===== src/rtl/uart_lock_status_tx.sv =====
// Sends "<O|C>\r\n" in 8N1 after reset and after each lock state change; change coalesced into one pending flag.
// Latency: start bit 2 cycles after lock_open is captured; no backpressure, busy is status only.
module uart_lock_status_tx #(
    parameter int         CLK_FREQ    = 50000000,
    parameter int         BAUD        = 9600,
    parameter logic [7:0] CHAR_OPEN   = 8'h4F,
    parameter logic [7:0] CHAR_CLOSED = 8'h43
) (
    input  logic clk,
    input  logic rst,
    input  logic lock_open,
    output logic tx_pin,
    output logic busy
);
    localparam int CLKS_PER_BIT = CLK_FREQ / BAUD;
    localparam int CW = (CLKS_PER_BIT > 2) ? $clog2(CLKS_PER_BIT) : 1;
    localparam logic [CW-1:0] BAUD_LAST = CW'(CLKS_PER_BIT - 1);

    typedef enum logic [1:0] {S_IDLE, S_START, S_DATA, S_STOP} state_t;

    state_t        r_state, w_state_nxt;
    logic [CW-1:0] r_baud_cnt, w_baud_cnt_nxt;
    logic [2:0]    r_bit_idx, w_bit_idx_nxt;
    logic [1:0]    r_byte_idx, w_byte_idx_nxt;
    logic          r_pos_act, r_pos_ant;
    logic          r_pending, w_pending_nxt;
    logic          r_latched, w_latched_nxt;
    logic          r_tx, w_tx_nxt;
    logic          r_busy;
    logic          w_change, w_bit_end, w_take;
    logic [7:0]    w_byte;

    assign w_change  = r_pos_act ^ r_pos_ant;
    assign w_bit_end = (r_baud_cnt == BAUD_LAST);

    always_comb begin
        case (r_byte_idx)
            2'd0:    w_byte = r_latched ? CHAR_OPEN : CHAR_CLOSED;
            2'd1:    w_byte = 8'h0D;
            default: w_byte = 8'h0A;
        endcase
    end

    always_comb begin
        w_state_nxt    = r_state;
        w_baud_cnt_nxt = r_baud_cnt;
        w_bit_idx_nxt  = r_bit_idx;
        w_byte_idx_nxt = r_byte_idx;
        w_tx_nxt       = r_tx;
        w_take         = 1'b0;
        case (r_state)
            S_IDLE: begin
                w_tx_nxt = 1'b1;
                if (r_pending) begin
                    w_take         = 1'b1;
                    w_state_nxt    = S_START;
                    w_baud_cnt_nxt = '0;
                    w_byte_idx_nxt = 2'd0;
                    w_tx_nxt       = 1'b0;
                end
            end
            S_START: begin
                if (w_bit_end) begin
                    w_state_nxt    = S_DATA;
                    w_baud_cnt_nxt = '0;
                    w_bit_idx_nxt  = 3'd0;
                    w_tx_nxt       = w_byte[0];
                end else begin
                    w_baud_cnt_nxt = r_baud_cnt + 1'b1;
                end
            end
            S_DATA: begin
                if (w_bit_end) begin
                    w_baud_cnt_nxt = '0;
                    if (r_bit_idx == 3'd7) begin
                        w_state_nxt = S_STOP;
                        w_tx_nxt    = 1'b1;
                    end else begin
                        w_bit_idx_nxt = r_bit_idx + 3'd1;
                        w_tx_nxt      = w_byte[r_bit_idx + 3'd1];
                    end
                end else begin
                    w_baud_cnt_nxt = r_baud_cnt + 1'b1;
                end
            end
            S_STOP: begin
                if (w_bit_end) begin
                    w_baud_cnt_nxt = '0;
                    if (r_byte_idx != 2'd2) begin
                        w_byte_idx_nxt = r_byte_idx + 2'd1;
                        w_state_nxt    = S_START;
                        w_tx_nxt       = 1'b0;
                    end else if (r_pending) begin
                        // Chain the follow-up message with no idle gap.
                        w_take         = 1'b1;
                        w_byte_idx_nxt = 2'd0;
                        w_state_nxt    = S_START;
                        w_tx_nxt       = 1'b0;
                    end else begin
                        w_state_nxt = S_IDLE;
                        w_tx_nxt    = 1'b1;
                    end
                end else begin
                    w_baud_cnt_nxt = r_baud_cnt + 1'b1;
                end
            end
            default: begin
                w_state_nxt = S_IDLE;
                w_tx_nxt    = 1'b1;
            end
        endcase
        w_latched_nxt = w_take ? r_pos_act : r_latched;
        // A change seen on the consuming edge keeps the flag set.
        w_pending_nxt = w_change | (r_pending & ~w_take);
    end

    always_ff @(posedge clk) begin
        if (rst) begin
            r_state    <= S_IDLE;
            r_baud_cnt <= '0;
            r_bit_idx  <= 3'd0;
            r_byte_idx <= 2'd0;
            r_pos_act  <= lock_open;
            r_pos_ant  <= lock_open;
            r_pending  <= 1'b1;
            r_latched  <= 1'b0;
            r_tx       <= 1'b1;
            r_busy     <= 1'b0;
        end else begin
            r_state    <= w_state_nxt;
            r_baud_cnt <= w_baud_cnt_nxt;
            r_bit_idx  <= w_bit_idx_nxt;
            r_byte_idx <= w_byte_idx_nxt;
            r_pos_act  <= lock_open;
            r_pos_ant  <= r_pos_act;
            r_pending  <= w_pending_nxt;
            r_latched  <= w_latched_nxt;
            r_tx       <= w_tx_nxt;
            r_busy     <= (w_state_nxt != S_IDLE);
        end
    end

    assign tx_pin = r_tx;
    assign busy   = r_busy;
endmodule


===== config.mk =====
export PLATFORM = sky130hd
export DESIGN_NAME = uart_lock_status_tx
export DESIGN_NICKNAME = d
export VERILOG_FILES = /design/src/rtl/uart_lock_status_tx.sv
export SDC_FILE = /design/constraint.sdc
export NUM_CORES = 1
export LEC_CHECK = 0
export BUFFER_PORTS_ARGS = -buffer_cell sky130_fd_sc_hd__buf_4
export CAP_MARGIN = 20
export CORE_ASPECT_RATIO = 0.7
export CORE_UTILIZATION = 54
export CTS_CLUSTER_SIZE = 20
export DETAILED_ROUTE_END_ITERATION = 12
export GPL_ROUTABILITY_DRIVEN = 1
export HOLD_SLACK_MARGIN = 0.15
export PLACE_DENSITY = 0.86
export SLEW_MARGIN = 10
export SYNTH_ARGS = -nofsm -noshare
export SYNTH_HDL_FRONTEND = slang
export SYNTH_SLANG_ARGS = --single-unit

===== constraint.sdc =====
create_clock -name clk -period 1.7 [get_ports clk]
set_input_delay 0.17 -clock clk [delete_from_list [all_inputs] [get_ports clk]]
set_output_delay 0.17 -clock clk [all_outputs]
set_load 0.02 [all_outputs]

# Word-level counts from Yosys, hierarchy flattened

Cells that the tools add are included.

Add/sub/neg operators: 3
Bitwise logic cells: 4
Equal/unequal tests: 12
Muxes and demuxes: 35
Reductions and logical operators: 9
Magnitude comparators: 1

Operators by type and width:

| operator                                                                      | number |
|---|---|
| 13-bit two-way mux                                                            | 2 |
| 13-bit case mux with 2 select lines                                           | 1 |
| 2-bit two-way mux                                                             | 8 |
| 7-bit case mux with 2 select lines                                            | 1 |
| 13-bit by 1-bit adder with 13-bit output (second input constant)              | 1 |
| 13-bit == test (second input constant)                                        | 1 |
| 1-bit two-way mux                                                             | 13 |
| 2-bit inequality test (second input constant)                                 | 6 |
| 3-bit two-way mux                                                             | 3 |
| 2-bit case mux with 4 select lines                                            | 1 |
| 3-bit case mux with 2 select lines                                            | 1 |
| 2-bit nonzero test                                                            | 3 |
| 2-bit by 1-bit == test with 1-bit output (second input constant)              | 2 |
| 2-bit == test (second input constant)                                         | 2 |
| 2-bit logical NOT                                                             | 2 |
| 3-bit by 4-bit less-than comparator with 1-bit output (second input constant) | 1 |
| 4-bit two-way mux                                                             | 1 |
| 1-bit case mux with 4 select lines                                            | 1 |
| 2-bit case mux with 2 select lines                                            | 1 |
| 4-bit AND reduction                                                           | 1 |
| 3-bit by 1-bit adder with 3-bit output (second input constant)                | 1 |
| 1-bit binary-select mux with 3-bit select                                     | 1 |
| 3-bit == test (second input constant)                                         | 1 |
| 3-bit AND reduction                                                           | 1 |
| 8 further kinds                                                               | 8 |

Output and inout port bits: 2
Register bits: 26
Word-level logic and storage cells: 74

# Depth between registers and ports, before layout

Gate-level depths: netlist of run 1.

Depth in word-level cells: 7
Mapped depth: 8
Gate-level depth less buffers: 6

# Worst setup path after synthesis of run 1

Ideal clock, no wire load.

Kind: reg-to-reg
From: register r_state[0]
To: register r_baud_cnt[8]
Data required time: 1634 ps
Path slack: -183 ps
Cell stages (with the launch flop): 7
Arrival: 1817 ps
Clock period less this slack: 1883 ps
Cells stage by stage: dfxtp_1 -> inv_1 -> ha_1 -> nor2b_1 -> or3_4 -> or4b_4 -> a21oi_2

Word-level cells in the longest chain between the ends: 3
Elaborated cells on any way between the ends: 7

RTL lines:

| element                                                                          | RTL line | source |
|---|---|---|
| start, declared                                                                  | 21       | `state_t r_state, w_state_nxt;` |
| start signal, assigned                                                           | 130      | `r_state <= w_state_nxt;` |
| 2-bit == test / 2-bit by 1-bit == test with 1-bit output (equally long branches) | 51       | `case (r_state)` |
| 3-bit OR reduction (no line)                                                     | --       |  |
| 13-bit case mux with 2 select lines                                              | 51       |  |
| end signal, assigned                                                             | 131      | `r_baud_cnt <= w_baud_cnt_nxt;` |
| end, declared                                                                    | 22       | `logic [CW-1:0] r_baud_cnt, w_baud_cnt_nxt;` |

Several ways; a longest one is shown, not always the timed one.
A chain may end at the register's enable or synchronous reset.

# Worst setup path after layout of run 1

Ends and elaborated chain as after synthesis.

==> results.md, run 1 <==
- Status: finished with violations
- Failing checks: negative setup slack
- Initial antenna violation count: 0
- Maxcap violations: 0
- CORE AREA: 0.002515 sq mm
- ANT cells: 0
- Cell Area, Synth: 0.001464 sq mm
- Reg2reg path depth: 6
- GPL Wtd Cong: 0.8808
- Inst Count DP: 215
- Syn avg cell area: 8.714 sq um
- IO buf count: 4
- Min-delay worst type: in2reg
- Total power: 1.272 mW
- Top cell type's share of synthesized area: 35.56%
- CTS buffer count: 3
- Top FF cell, synth: dfxtp_1
- Post-Route Utilization: 75.12%
- Comb pwr share: 17.8%
- TritonCTS Sinks: 26
- # IOs: 5
- Synth warnings: 0
- Hold WS: 161.9 ps
- Min-delay src: rst
- Slowest cell on the critical path: or4b_4
- Post-synth top cells: dfxtp_1 (26), o21ai_0 (16), a21oi_1 (13)
- Fin Setup TNS: -140.9 ps
- Bufs on Longest Clock Path: 2
- Area Growth Syn to Fin: 29.06%
- First-pass GRT wire length: 5940 microns
- CP endpoint kind: flop
- CTS tree: done
- DRT Pass-1 Iters: 4
- Root Driver: clkbuf_8
- WHS Endpoint: r_bit_idx[1]
- Net Count, Synth: 179
- Crit-path max FO: 5
- WL final: 4219 microns
- Final Hold Fails: 0
- Final Cell Area: 0.001889 sq mm
- Worst reg-to-reg setup slack: -80 ps
- Layout Nets: 201
- Placed Instance Area: 0.001657 sq mm
- Worst Tran Pin Value: 410.8 ps
- Vias/cell: 6.744
- Final Slew Violations: 0
- Cell accounting for the most synthesized area: dfxtp_1
- R2r endpoint: r_baud_cnt[8]
- Synth area leaders: dfxtp_1 (36%), ha_1 (6.8%), o21ai_0 (5.5%), a21oi_1 (4.4%), xor2_1 (3.6%)
- Post-route ant nets: 0
- Post-Place Worst Slack: -196.6 ps
- Switching Share: 25.86%
- Setup Crit Path Kind: reg2reg
- Post-synthesis cell type count: 48
- 1st-iter DRT viols: 140
- Initial Util: 58.21%
- Switching power: 328.8 uW
- PD cells: 673.0 mW/mm^2
- Total congestion overflow: 0
- Global Route Usage Sum: 27.62%
- Post-synth EDFFs: 0
- Number of fillers in the final layout: 176
- Final worst path period share: 104.6%
- Leak Pwr: 0.6655 nW
- Reg-to-reg critical path startpoint: r_state[0]
- CP arrival: 1990 ps
- Via count: 1504
- Final setup margin: -78.27 ps
- DRC violations left: 0
- Share of cells above drive strength 1: 34.39%
- Worst-path clk slew: 90 ps
- Htree depth: 1
- Asr flop ratio synth: 0%
- Slew Limit Headroom: 72.58%
- Pint: 942.7 uW
- Number of global-route vias before repair: 1285
- Die footprint: 0.002926 sq mm
- Max stage delay on crit path: 490 ps
- Placement Rows: 15
- Worst-Skew Late Latency: 270 ps
- Post-route clock skew: 4.783 ps
- Chip height: 45.56 microns
- Die Wd: 64.23 microns
- FF/Latch Area: 530.5 sq um
- Worst setup SP type: flop
- Mean routed wirelength per cell: 18.92 microns
- Maximum clock rate: 562.3 MHz
- Clock share of power: 31.1%
- Synth Instances: 168
- RSZ-0062 raised after global routing: yes
- Count leader, synth: dfxtp_1
- HPWL after DPL: 2576 microns
- Worst vdd ir: 0.6369 mV
- Yosys reg bits: 26
- Seq pwr share: 51.1%
- Non-filler instance count after layout: 223
- Cell Chain, Critical Path: inv_4 > ha_4 > nor2b_4 > or3_4 > or4b_4 > a21oi_2
- Multi-input gate area: 0.001027 sq mm
- Post-synthesis sequential area ratio: 35.56%
- Req. time, crit path: 1910 ps
- Maximum number of pins on one net before global-route repair: 15
- Setup violators final: 2
- Hold path depth: 2
- Period minus WS final: 1778 ps
==> worst max path at each step <==
stage | start | end | slack [ps]
final | r_state[0] | r_baud_cnt[8] | -80
after global routing | r_bit_idx[0] | tx_pin | -130
after CTS | r_state[0] | r_baud_cnt[8] | -80
after detailed placement | r_bit_idx[0] | tx_pin | -200
after global placement | r_bit_idx[0] | tx_pin | -130
after floorplan | r_state[0] | r_baud_cnt[8] | -20
==> logic make-up (layout without fill, tap and decap cells) <==
kind of cell    after synthesis  after routing  synth area share (%)
mux                           2              2                 1.453
buf+inv                      14             35                 3.846
fa+ha+maj                     8              8                 6.838
compound gates               43             43                 17.61
flops                        26             26                 35.56
xor+xnor                      8              8                 4.787
simple gates                 67             67                 29.91
==> cell type report <==
class | instances | share of cell area [%]
multi-input combinational | 128 | 54.37
sequential | 26 | 28.08
timing repair buffer | 26 | 11.13
clock buffer | 4 | 2.914
tap | 34 | 2.252
inverter | 5 | 1.258
==> registers in the layout, summed over array words and instances (netlist names) <==
| register | flops |
|---|---|
| r_pending | 1 |
| r_byte_idx | 2 |
| tx_pin | 1 |
| r_bit_idx | 3 |
| r_state | 2 |
| r_latched | 1 |
| r_baud_cnt | 13 |
| busy | 1 |
| r_pos_act | 1 |
| r_pos_ant | 1 |
==> worst max-delay path, delay by kind of cell, from the launching register on <==
kind / cells / cell delay [ps]
AND/OR/NAND/NOR: 3 / 970
flip-flops: 1 / 390
adder cells (fa/ha/maj): 1 / 160
AO/OA/AOI/OAI: 1 / 150
buffers and inverters: 1 / 60
==> cell usage in the layout (no fill, tap or decap), types with 2 or more instances in the layout <==
master / count
and2_1: 2
nor2_1: 11
inv_1: 3
inv_4: 2
buf_4: 24
xor2_1: 6
dfxtp_4: 2
a211o_1: 2
nor2b_1: 2
nand3_1: 3
ha_4: 4
o311ai_1: 2
or3_1: 3
o21ai_0: 13
a21oi_1: 10
and3_2: 2
dfxtp_1: 22
ha_1: 3
nand4_1: 8
nand4b_1: 2
nor4_2: 2
or3_4: 3
o21ai_1: 2
dfxtp_2: 2
xnor2_1: 2
a31oi_1: 3
a21oi_2: 4
nand2_1: 9
nor3b_1: 4
clkbuf_8: 4
==> power groups by stage <==
stage,clock (mW),combinational (mW),sequential [mW]
6_report,0.396,0.226,0.650
5_1_grt,0.429,0.239,0.651
4_1_cts,0.399,0.197,0.647
3_5_place_dp,0,0.179,0.661
3_3_place_gp,0,0.171,0.660
2_1_floorplan,0,0.0989,0.666
==> repair_timing <==
item | 4_1_cts | 5_1_grt
buffers inserted | 0 | 3
hold endpoints to repair | 2 | 0
pin swaps | 3 | 4
hold buffers | 1 | 0
resized for setup | 17 | 16
endpoints found under the setup margin | 8 | 10
==> per-layer routing <==
metal	track usage, %	wire (microns)	part of all wire [%]	vias up
li1	-	-	-	665
met1	32.52	1677	40	703
met2	46.38	1905	45	105
met3	8.000	415	9.8	31
met4	16.00	220	5.2	0
met5	0	0	0	-
No activity file was read; power rests on OpenSTA's default activity.
==> run 2, diff against run 1 <==
--- a/config.mk
+++ b/config.mk
@@ -14,6 +14,7 @@
 export GPL_ROUTABILITY_DRIVEN = 1
 export HOLD_SLACK_MARGIN = 0.15
 export PLACE_DENSITY = 0.86
+export SKIP_LAST_GASP = 1
 export SLEW_MARGIN = 10
 export SYNTH_ARGS = -nofsm -noshare
 export SYNTH_HDL_FRONTEND = slang
==> run 2 against run 1 <==
Via count down 2.6%; total power is 0.60% lower; count of clock-buffer cells in the layout did not move; largest power group unchanged; sequential cell count stayed put; critical path depth unchanged; cell area fell by 0.26%; maximum frequency fell by 0.44%; clock skew shrank 0.68 ps; register-to-register slack about the same; the run still ends with negative setup slack left; worst setup slack got worse by 7.9 ps; die area unchanged.
==> results.md, run 2 (synthesized netlist as in run 1, its figures left out) <==
- Maximum clock rate: 559.9 MHz (was 562.3 MHz)
- Chip height: 45.56 microns (unchanged)
- Htree depth: 1 (unchanged)
- Worst reg-to-reg setup slack: -90 ps (was -80 ps)
- Setup Crit Path Kind: reg2reg (unchanged)
- Global Route Usage Sum: 27.62% (unchanged)
- Cell Chain, Critical Path: inv_4 > ha_4 > nor2b_4 > or3_4 > or4b_4 > a21oi_2 (unchanged)
- Worst-Skew Late Latency: 270 ps (about the same)
- RSZ-0062 raised after global routing: yes (unchanged)
- Status: finished with violations (unchanged)
- Post-Place Worst Slack: -196.6 ps (unchanged)
- Max stage delay on crit path: 500 ps (was 490 ps)
- Period minus WS final: 1786 ps (was 1778 ps)
- Placed Instance Area: 0.001657 sq mm (unchanged)
- Worst-path clk slew: 90 ps (about the same)
- Die Wd: 64.23 microns (unchanged)
- Leak Pwr: 0.6528 nW (was 0.6655 nW)
- Maxcap violations: 0 (unchanged)
- Final Slew Violations: 0 (unchanged)
- Final Cell Area: 0.001884 sq mm (was 0.001889 sq mm)
- PD cells: 670.8 mW/mm^2 (was 673.0 mW/mm^2)
- Setup violators final: 13 (was 2)
- Min-delay worst type: in2reg (unchanged)
- First-pass GRT wire length: 5934 microns (was 5940 microns)
- Reg-to-reg critical path startpoint: r_state[0] (unchanged)
- Vias/cell: 6.570 (was 6.744)
- Crit-path max FO: 5 (unchanged)
- Commonest non-fill, non-tap cell in the layout: buf_4 (unchanged)
- Post-route ant nets: 0 (unchanged)
- Min-delay src: rst (unchanged)
- Share of cells above drive strength 1: 34.92% (was 34.39%)
- Post-Route Utilization: 74.93% (was 75.12%)
- Bufs on Longest Clock Path: 2 (unchanged)
- CP endpoint kind: flop (unchanged)
- Worst Tran Pin Value: 422.3 ps (was 410.8 ps)
- Initial antenna violation count: 0 (unchanged)
- WL final: 4139 microns (was 4219 microns)
- Die footprint: 0.002926 sq mm (unchanged)
- CTS buffer count: 3 (unchanged)
- CTS tree: done (unchanged)
- Placement Rows: 15 (unchanged)
- Total congestion overflow: 0 (unchanged)
- Via count: 1465 (was 1504)
- DRT Pass-1 Iters: 4 (unchanged)
- Slew Limit Headroom: 71.81% (was 72.58%)
- CP arrival: 2000 ps (was 1990 ps)
- Layout Nets: 201 (unchanged)
- Initial Util: 58.21% (unchanged)
- Inst Count DP: 215 (unchanged)
- R2r endpoint: r_baud_cnt[8] (unchanged)
- 1st-iter DRT viols: 124 (was 140)
- Reg2reg path depth: 6 (unchanged)
- Failing checks: negative setup slack (unchanged)
- IO buf count: 4 (unchanged)
- HPWL after DPL: 2576 microns (unchanged)
- Area Growth Syn to Fin: 28.72% (was 29.06%)
- Worst setup SP type: flop (unchanged)
- # IOs: 5 (unchanged)
- TritonCTS Sinks: 26 (unchanged)
- Root Driver: clkbuf_8 (unchanged)
- Maximum number of pins on one net before global-route repair: 15 (unchanged)
- Post-route clock skew: 4.103 ps (was 4.783 ps)
- DRC violations left: 0 (unchanged)
- WHS Endpoint: r_bit_idx[1] (unchanged)
- GPL Wtd Cong: 0.8808 (unchanged)
- Max FFs per register: 13 (unchanged)
- Req. time, crit path: 1910 ps (about the same)
- Mean routed wirelength per cell: 18.56 microns (was 18.92 microns)
- Largest Register: r_baud_cnt (unchanged)
- Final worst path period share: 105.1% (was 104.6%)
- CP top delay family: simple AND/OR/NAND/NOR gates (unchanged)
- CORE AREA: 0.002515 sq mm (unchanged)
- Non-filler instance count after layout: 223 (unchanged)
- Slowest cell on the critical path: or4b_4 (unchanged)
- Number of global-route vias before repair: 1295 (was 1285)
- Fin Setup TNS: -281.3 ps (was -140.9 ps)
- ANT cells: 0 (unchanged)
- Final setup margin: -86.16 ps (was -78.27 ps)
- Worst vdd ir: 0.6417 mV (was 0.6369 mV)
- Hold path depth: 2 (unchanged)
- Worst Path Buf+Inv: 1 (unchanged)
- Final Hold Fails: 0 (unchanged)
- Largest regs: r_baud_cnt (13), r_bit_idx (3) (unchanged)
- Commonest non-fill, non-tap cells in the layout: buf_4 (24), dfxtp_1 (20), o21ai_0 (13) (was buf_4 (24), dfxtp_1 (22), o21ai_0 (13))
[run 2: cell types whose count changed in the layout (fill, tap and decap cells not counted)]
cell and delta:
nand2b_4 -1, dfxtp_2 +2, dfxtp_1 -2, nand2b_1 +1
[run 2: stage by stage]
stage | hold WS, ps | power (mW)
final | 155.9 | 1.264
after global routing | 151.1 | 1.307
after CTS | 166.1 | 1.241
after detailed placement | 284.1 | 0.8402
after global placement | 284.0 | 0.8308
after floorplan | 197.7 | 0.7652
[run 2: where the power goes]
group          switching (mW)  internal [mW]
combinational           0.119         0.0990
sequential             0.0188          0.630
clock                   0.190          0.207
[run 2: worst register-to-register path, stage by stage, from the launching register on]
cell,delay [ps]
dfxtp_4,380
inv_4,50
ha_4,160
nor2b_4,130
or3_4,370
or4b_4,500
a21oi_2,140
[run 2: timing repair]
action,CTS,global route
hold endpoints to repair,2,0
hold buffers,1,0
gates cloned,0,0
setup endpoints to repair,8,11
gates resized for setup,14,21
buffers inserted,0,3
pin swaps,3,3
[run 2: area by class of cell]
cell class	instances	area, sq um
Timing Repair Buffer	26	210.2
Inverter	5	23.77
Multi-Input combinational cell	128	1020
Sequential cell	26	533.0
Tap cell	34	42.54
Fill cell	172	630.6
Clock buffer	4	55.05
[run 2: layer usage]
metal  track usage [%]  vias to the layer above  share of wire [%]
li1                  -                      666                  -
met5                 0                        -                  0
met4             16.89                        0                3.8
met1             32.36                      686                 41
met3             8.000                       21                9.7
met2             46.17                       92                 46
[run 2: worst max path at each step]
stage                             from             to  slack, ps  depth (start not counted)
after detailed placement  r_bit_idx[0]         tx_pin       -200                          6
after floorplan             r_state[0]  r_baud_cnt[8]        -20                          6
after global routing        r_state[0]  r_baud_cnt[8]       -110                          6
after CTS                 r_bit_idx[0]         tx_pin        -80                          6
final                       r_state[0]  r_baud_cnt[8]        -90                          6
after global placement    r_bit_idx[0]         tx_pin       -130                          6
==> run 3, diff against run 2 <==
--- a/config.mk
+++ b/config.mk
@@ -7,8 +7,10 @@
 export LEC_CHECK = 0
 export BUFFER_PORTS_ARGS = -buffer_cell sky130_fd_sc_hd__buf_4
 export CAP_MARGIN = 20
+export CELL_PAD_IN_SITES_DETAIL_PLACEMENT = 1
+export CELL_PAD_IN_SITES_GLOBAL_PLACEMENT = 2
 export CORE_ASPECT_RATIO = 0.7
-export CORE_UTILIZATION = 54
+export CORE_UTILIZATION = 34
 export CTS_CLUSTER_SIZE = 20
 export DETAILED_ROUTE_END_ITERATION = 12
 export GPL_ROUTABILITY_DRIVEN = 1
==> run 3 against run 2 <==
The run still ends with negative setup slack left; count of clock-buffer cells in the layout shrank 1; sequential share of layout area shrank 1.4 points; global-route usage decreased by 7.4 points; critical path depth fell by 1; sequential power is 0.6% higher; sequential cell count did not move; utilization fell by 26 points; clock power up 34%; total power up 11%; largest cell class unchanged; largest power group unchanged.
==> results.md, run 3 (synthesized netlist as in run 1, its figures left out) <==
- Status: finished with violations (unchanged)
- Failing checks: negative setup slack (unchanged)
- Mean routed wirelength per cell: 17.19 microns (was 18.56 microns)
- GPL Wtd Cong: 0.9025 (was 0.8808)
- Worst-path clk slew: 100 ps (was 90 ps)
- Final Hold Fails: 0 (unchanged)
- HPWL after DPL: 3057 microns (was 2576 microns)
- CP arrival: 1950 ps (was 2000 ps)
- Reg2reg path depth: 5 (was 6)
- Commonest non-fill, non-tap cells in the layout: buf_4 (30), dfxtp_1 (21), o21ai_0 (15) (was buf_4 (24), dfxtp_1 (20), o21ai_0 (13))
- CP top delay family: simple AND/OR/NAND/NOR gates (unchanged)
- CORE AREA: 0.004018 sq mm (was 0.002515 sq mm)
- Max FFs per register: 13 (unchanged)
- Global Route Usage Sum: 20.25% (was 27.62%)
- Final worst path period share: 101.3% (was 105.1%)
- Vias/cell: 5.745 (was 6.570)
- Final Slew Violations: 0 (unchanged)
- Hold path depth: 2 (unchanged)
- Period minus WS final: 1722 ps (was 1786 ps)
- Worst vdd ir: 0.4377 mV (was 0.6417 mV)
- Maximum number of pins on one net before global-route repair: 16 (was 15)
- First-pass GRT wire length: 6934 microns (was 5934 microns)
- Leak Pwr: 0.6906 nW (was 0.6528 nW)
- Worst setup SP type: flop (unchanged)
- Die footprint: 0.004576 sq mm (was 0.002926 sq mm)
- Post-route ant nets: 0 (unchanged)
- Initial Util: 36.44% (was 58.21%)
- PD cells: 712.3 mW/mm^2 (was 670.8 mW/mm^2)
- Maxcap violations: 0 (unchanged)
- Maximum clock rate: 580.6 MHz (was 559.9 MHz)
- DRC violations left: 0 (unchanged)
- Slew Limit Headroom: 71.72% (was 71.81%)
- TritonCTS Sinks: 26 (unchanged)
- Post-route clock skew: 8.664 ps (was 4.103 ps)
- Cell Chain, Critical Path: ha_4 > nand4_1 > or3_4 > or4b_4 > a21oi_2 (was inv_4 > ha_4 > nor2b_4 > or3_4 > or4b_4 > a21oi_2)
- Total power: 1.398 mW (was 1.264 mW)
- Root Driver: clkbuf_8 (unchanged)
- Layout Nets: 207 (was 201)
- Worst Tran Pin Value: 423.7 ps (was 422.3 ps)
- Final setup margin: -22.43 ps (was -86.16 ps)
- Number of fillers in the final layout: 477 (was 172)
- Die Wd: 80.43 microns (was 64.23 microns)
- Setup Crit Path Kind: reg2reg (unchanged)
- Worst Path Buf+Inv: 0 (was 1)
- Worst-Skew Late Latency: 280 ps (was 270 ps)
- DRT Pass-1 Iters: 4 (unchanged)
- # IOs: 5 (unchanged)
- Max stage delay on crit path: 490 ps (was 500 ps)
- Crit-path max FO: 5 (unchanged)
- Bufs on Longest Clock Path: 2 (unchanged)
- 1st-iter DRT viols: 79 (was 124)
- Largest regs: r_baud_cnt (13), r_bit_idx (3) (unchanged)
- Placement Rows: 19 (was 15)
- Via count: 1419 (was 1465)
- CP endpoint kind: flop (unchanged)
- Total congestion overflow: 0 (unchanged)
- Number of global-route vias before repair: 1441 (was 1295)
- Req. time, crit path: 1920 ps (was 1910 ps)
- Htree depth: 1 (unchanged)
- Commonest non-fill, non-tap cell in the layout: buf_4 (unchanged)
- CTS tree: done (unchanged)
- Min-delay worst type: reg2reg (was in2reg)
- Chip height: 56.90 microns (was 45.56 microns)
- Fin Setup TNS: -23.91 ps (was -281.3 ps)
- Setup violators final: 3 (was 13)
- IO buf count: 4 (unchanged)
- Share of cells above drive strength 1: 37.44% (was 34.92%)
- Initial antenna violation count: 0 (unchanged)
- Post-Place Worst Slack: -83.94 ps (was -196.6 ps)
- Slowest cell on the critical path: or4b_4 (unchanged)
- Area Growth Syn to Fin: 34.02% (was 28.72%)
- Crit path depth: 5 (was 6)
- CTS buffer count: 3 (unchanged)
- RSZ-0062 raised after global routing: yes (unchanged)
- ANT cells: 0 (unchanged)
- Largest Register: r_baud_cnt (unchanged)
- WL final: 4247 microns (was 4139 microns)
[run 3: cell types whose count changed in the layout (fill, tap and decap cells not counted), sizes merged]
cell	change
buf	+5
bufinv	+1
clkbuf	-1
dlygate4sd3	+1
[run 3: worst register-to-register path, stage by stage, from the launching register on]
cell     delay (ps)
dfxtp_2         370
ha_4            150
nand4_1         110
or3_4           430
or4b_4          490
a21oi_2         130
[run 3: repair_timing]
item,in CTS,in global routing
buffers inserted,1,1
pin swaps,2,5
resized for setup,12,19
hold buffers,2,0
setup endpoints to repair,8,14
hold endpoints to repair,5,0
[run 3: path summary, 6_finish.rpt]
kind	startpoint	to	slack [ps]
hold / removal	r_bit_idx[1]	r_bit_idx[1]	500
setup / recovery	r_baud_cnt[0]	r_baud_cnt[8]	-20
hold reg to reg	r_bit_idx[1]	r_bit_idx[1]	500
setup reg to reg	r_baud_cnt[0]	r_baud_cnt[8]	-20
[run 3: cell type report]
| type | count | area (sq um) | area share (%) |
|---|---|---|---|
| sequential | 26 | 526.8 | 26.85 |
| inverter | 5 | 21.27 | 1.084 |
| clock inverter | 1 | 30.03 | 1.531 |
| tap | 52 | 65.06 | 3.316 |
| timing repair buffer | 32 | 245.2 | 12.50 |
| clock buffer | 3 | 41.29 | 2.105 |
| multi-input combinational | 128 | 1032 | 52.61 |
[run 3: where the power goes]
part | switching, mW | leakage, nW | internal, mW | total (mW)
registers | 0.0196 | 0.213 | 0.632 | 0.652
clock network | 0.215 | 0.0357 | 0.316 | 0.531
logic | 0.115 | 0.442 | 0.100 | 0.215
total | 0.350 | 0.691 | 1.05 | 1.40
[run 3: layer usage]
metal | GRT usage (%) | wire (microns) | vias to the layer above
met3 | 5.041 | 192 | 12
met2 | 30.51 | 1890 | 31
met1 | 27.68 | 2062 | 697
met5 | 0 | 0 | -
met4 | 7.908 | 103 | 0
li1 | - | - | 679
[run 3: stage by stage]
stage	util (%)	cells	instance area [sq um]	hold WS [ps]
floorplan	-	168	1474	197.7
global placement	42.60	239	1712	281.8
detailed placement	42.60	239	1712	285.8
CTS	46.59	246	1872	489.9
global route	48.83	247	1962	520.9
finish	48.83	247	1962	497.5
